`src/rtl/operand_pingpong_buffer.sv`:
```
// operand_pingpong_buffer
//
// Double-buffered operand staging memory that feeds one operand port of the
// 8x8 systolic multiplier. The loader fills one bank with a full DIM x DIM
// signed matrix, one row per beat, while the array drains the other bank one
// row (or one column when TRANSPOSE=1) per beat. Banks strictly alternate on
// both sides, so matrices leave in the order they arrived.
//
// Ports:
//   clk        - single clock, rising edge
//   rst        - asynchronous active-high reset, synchronous release
//   clear      - synchronous abort: both banks empty, pointers to 0, data kept
//   wr_valid   - loader presents a row on wr_row
//   wr_ready   - a row can be accepted this cycle
//   wr_row     - row data, element j is column j
//   rd_valid   - current read bank holds a full matrix
//   rd_ready   - consumer takes the beat on rd_data
//   rd_data    - row rrow (or column rrow when transposing), zero when idle
//   rd_last    - high with rd_valid on the final beat of a bank
//   full_count - number of banks currently full (0..2)

module operand_pingpong_buffer #(
   parameter int DATA_WIDTH = 8,
   parameter int DIM        = 8,
   parameter int TRANSPOSE  = 0
) (
   input  logic                         clk,
   input  logic                         rst,
   input  logic                         clear,
   input  logic                         wr_valid,
   output logic                         wr_ready,
   input  logic signed [DATA_WIDTH-1:0] wr_row [DIM],
   output logic                         rd_valid,
   input  logic                         rd_ready,
   output logic signed [DATA_WIDTH-1:0] rd_data [DIM],
   output logic                         rd_last,
   output logic [1:0]                   full_count
);

   localparam int PW = (DIM > 1) ? $clog2(DIM) : 1;
   localparam logic [PW-1:0] LAST_ROW = PW'(DIM - 1);

   logic signed [DATA_WIDTH-1:0] mem [2][DIM][DIM];
   logic [1:0]    full;
   logic          wbank;
   logic          rbank;
   logic [PW-1:0] wrow;
   logic [PW-1:0] rrow;
   logic          wr_accept;
   logic          rd_accept;

   // Handshake decode. wr_ready is forced low while reset is held so the
   // loader never sees a ready that could be lost to the reset.
   assign wr_ready   = !full[wbank] && !rst;
   assign wr_accept  = wr_valid && wr_ready;
   assign rd_valid   = full[rbank];
   assign rd_accept  = rd_valid && rd_ready;
   assign rd_last    = rd_valid && (rrow == LAST_ROW);
   assign full_count = {1'b0, full[0]} + {1'b0, full[1]};

   // Bank/pointer control. A write only ever targets a non-full bank and a
   // read only ever targets a full bank, so both sides may complete a bank
   // in the same cycle without touching the same full[] bit. clear wins over
   // any accept happening in the same cycle.
   always_ff @(posedge clk or posedge rst) begin
      if (rst) begin
         full  <= '0;
         wbank <= 1'b0;
         rbank <= 1'b0;
         wrow  <= '0;
         rrow  <= '0;
      end else if (clear) begin
         full  <= '0;
         wbank <= 1'b0;
         rbank <= 1'b0;
         wrow  <= '0;
         rrow  <= '0;
      end else begin
         if (wr_accept) begin
            if (wrow == LAST_ROW) begin
               full[wbank] <= 1'b1;
               wbank       <= ~wbank;
               wrow        <= '0;
            end else begin
               wrow <= wrow + 1'b1;
            end
         end
         if (rd_accept) begin
            if (rrow == LAST_ROW) begin
               full[rbank] <= 1'b0;
               rbank       <= ~rbank;
               rrow        <= '0;
            end else begin
               rrow <= rrow + 1'b1;
            end
         end
      end
   end

   // Matrix storage. Reset zeroes every element; clear deliberately leaves
   // the contents alone because a refilled bank overwrites all rows before
   // it can ever be read again.
   always_ff @(posedge clk or posedge rst) begin
      if (rst) begin
         for (int b = 0; b < 2; b++) begin
            for (int r = 0; r < DIM; r++) begin
               for (int c = 0; c < DIM; c++) begin
                  mem[b][r][c] <= '0;
               end
            end
         end
      end else if (wr_accept && !clear) begin
         for (int j = 0; j < DIM; j++) begin
            mem[wbank][wrow][j] <= wr_row[j];
         end
      end
   end

   // Read mux straight from the flops, so a beat is visible in the same
   // cycle rd_valid is. Transposing just swaps the row/column index; the
   // output is driven to zero whenever nothing valid is being offered.
   always_comb begin
      for (int k = 0; k < DIM; k++) begin
         rd_data[k] = '0;
         if (rd_valid) begin
            if (TRANSPOSE != 0) begin
               rd_data[k] = mem[rbank][k][rrow];
            end else begin
               rd_data[k] = mem[rbank][rrow][k];
            end
         end
      end
   end

endmodule

```
`config.mk`:
```
export PLATFORM = sky130hd
export DESIGN_NAME = operand_pingpong_buffer
export DESIGN_NICKNAME = d
export VERILOG_FILES = /design/src/rtl/operand_pingpong_buffer.sv
export SDC_FILE = /design/constraint.sdc
export NUM_CORES = 2
export LEC_CHECK = 0
export ABC_AREA = 1
export BUFFER_PORTS_ARGS = -buffer_cell sky130_fd_sc_hd__buf_4
export CAP_MARGIN = 25
export CORE_MARGIN = 2
export CORE_UTILIZATION = 35
export CTS_CLUSTER_DIAMETER = 120
export CTS_CLUSTER_SIZE = 40
export DETAILED_ROUTE_END_ITERATION = 10
export GPL_ROUTABILITY_DRIVEN = 0
export GPL_TIMING_DRIVEN = 0
export SETUP_SLACK_MARGIN = 0.3
export SLEW_MARGIN = 10
export SYNTH_ARGS = -nofsm -noshare
export SYNTH_HDL_FRONTEND = slang
export SYNTH_SLANG_ARGS = --single-unit
```
`constraint.sdc`:
```
create_clock -name clk -period 59.9 [get_ports clk]
set_input_delay 11.98 -clock clk [delete_from_list [all_inputs] [get_ports clk]]
set_output_delay 11.98 -clock clk [all_outputs]
set_load 0.02 [all_outputs]
```
==> key figures <==
Power
  – Combinational Power Share: 11.8%
  – Sequential power share: 60.6%
  – Peak VDD IR: 0.00003117 V
  – Total power: 1.222 mW
  – Leakage power: 29.56 nW
  – Switching Share: 29.41%
  – Clk pwr share: 27.5%
  – Int Pwr: 862.3 µW
  – Total net switching power: 359.2 µW
  – PwrDens: 21.61 nW/µm²

Worst setup path
  – Crit end category: primary output
  – Crit path required time: 47920 ps
  – R2R Setup Slk: 56720 ps
  – Nature of the critical path startpoint: input port
  – Data arrival, critical path: 13250 ps
  – Worst reg-to-reg path cell count: 6
  – CP Class: input port to primary output
  – Reg2reg end: rbank
  – Worst r2r src: rbank
  – CP max FO: 105

Routing
  – Post-route DRC: 0
  – Via/cell ratio: 5.636
  – DRT Pass-1 Iters: 8
  – Final wirelength: 255.3 mm
  – DR iter-0 viols: 8874
  – Vias: 52680
  – DR WL/cell: 27.32 µm
  – Number of nets still failing antenna checks after routing: 0

Finish
  – Fraction of layout cells with a size suffix above 1: 5.869%
  – Nets: 7464
  – Utilization after layout: 38.27%
  – Fin area: 56510 µm²
  – P&R area growth vs syn: 8.666%
  – Most common cell after layout, fill and taps aside: nand2_1
  – Fin cells: 9347
  – Commonest cells after routing, fill and taps aside: nand2_1, nand3_1, dfrtp_1

Timing
  – Fmax: 39.64 MHz
  – Fin Clk Skew: 73.09 ps
  – Worst hold slack: 484.3 ps
  – Tcrit/Tclk final: 42.11%
  – RSZ-0062 raised after global routing: false
  – Setup-failing EPs final: 0
  – Period minus WS final: 25230 ps
  – Worst Tran Pin Value: 1255 ps
  – Setup tns final: 0 ps
  – Final WS setup: 34670 ps
  – Slew margin rel.: 16.33%
  – Final slew viol count: 0
  – Final hold viol count: 0

Global routing
  – Largest net degree at the start of global routing: 114
  – Vias in the first global route: 48470
  – Total GRT Usage: 32.78%
  – Initial antenna violation count: 28
  – First-pass GRT wire length: 354.2 mm
  – Aggregate global routing overflow: 0

Die
  – Starting density of the core: 35.22%
  – Row cnt: 141
  – Die Wd: 389.5 µm
  – Core area: 147700 µm²
  – Top Ports: 138
  – Die ar.: 151700 µm²
  – Die Span Y: 389.5 µm

Synth
  – Post-synth top area share: 49.75%
  – Leading area contributor after synthesis: dfrtp_1
  – Avg Synthesized Cell Area: 7.172 µm²
  – Mapped Nets: 7325
  – Mapped Cells: 7251
  – Mapped cell area: 52010 µm²
  – Register area share after synthesis: 49.75%
  – YS warnings: 0
  – Yosys reg bits: 1034
  – Largest cells by area after synthesis: dfrtp_1, nand2_1, nand3_1
  – Library cells used by synthesis: 18

Hold path
  – Hold depth: 2
  – Hold Crit Endpoint: mem[391]
  – Worst Hold Class: flip-flop to flip-flop
  – Hold Startpoint: mem[391]

CTS
  – Max Root-Sink Buffers: 3
  – Clock sinks: 1034
  – CTS tree: yes
  – Postcts setup bufs: 0
  – Htree depth: 1
  – Num CTS Buffers: 30
  – Reg clk slew, reported paths: 130 ps
  – PostCTS Resize Cnt: 0
  – Worst-Skew Late Latency: 790 ps
  – Hold buffer count at cts: 0
  – Root Driver: clkbuf_16

Placement
  – Inst Count DP: 9278
  – Post-DP HPWL: 190.2 mm
  – I/O Buffers: 73
  – DP Area: 55460 µm²
  – Pre-CTS setup slack: 34610 ps

Run
  – Max-cap viol count: 0

Run status
  – Status: completed
## area by class of cell
class / count / area, µm²
Clock inverter: 5 / 91.34
Sequential cell: 1034 / 25870
Clock buffer: 32 / 768.2
Inverter: 762 / 2868
Buffer: 622 / 2786
Fill cell: 15690 / 91150
Tap cell: 1930 / 2415
Antenna cell: 22 / 55.05
Timing Repair Buffer: 107 / 1157
Multi-Input combinational cell: 4833 / 20500
## critical path, cell delays in order
cell and delay (ps):
buf_4 130, inv_8 200, buf_16 370, nand2_1 130
nor2_2 170, buf_4 170
## routing by layer
metal	GRT usage (%)	up-vias	wire length, µm
met5	0.5742	-	264
met2	47.10	3848	104500
met3	11.47	957	35350
met1	41.17	25220	93880
li1	-	22630	-
met4	22.52	22	21310
## cell families after synthesis
logic type                 count (synthesis)  synth area share, %
buffers and inverters                   1384                10.83
adders and majority gates                  5               0.1203
and+or+nand+nor                         4192                33.17
DFF                                     1034                49.75
AOI/OAI and AO/OA                        636                6.121
## flip-flops by register name, summed over array words and instances (netlist names)
| register | count |
|---|---|
| rrow | 3 |
| mem | 1024 |
| full | 2 |
| wbank | 1 |
| wrow | 3 |
| rbank | 1 |
## synth_stat cells
master and count:
nor3_1 2, buf_2 231, nor2_2 3, a21oi_1 558
inv_1 760, nor2_1 843, o21ai_0 78, dfrtp_1 1034
buf_4 32, ha_1 5, nand4_1 1, nand2_2 8
buf_1 96, clkbuf_1 259, inv_2 2, nand2_1 2149
buf_6 4, nand3_1 1186
## worst max-delay path by stage
stage          slack (ps)  endpoint  start  cells after the start
4_1_cts             34610  wr_ready    rst                      6
5_1_grt             34480  wr_ready    rst                      6
3_5_place_dp        34610  wr_ready    rst                      6
2_1_floorplan       12830  wr_ready    rst                      3
3_3_place_gp         2870  wr_ready    rst                      5
6_report            34670  wr_ready    rst                      6
## power groups by stage
stage / logic (mW) / registers (mW) / clock network [mW]
after floorplan: 0.0843 / 0.752 / 0
after global placement: 0.132 / 0.756 / 0
after detailed placement: 0.136 / 0.753 / 0
after CTS: 0.137 / 0.740 / 0.331
after global routing: 0.156 / 0.743 / 0.350
final: 0.145 / 0.741 / 0.336
Power figures use the tool's default switching activity.
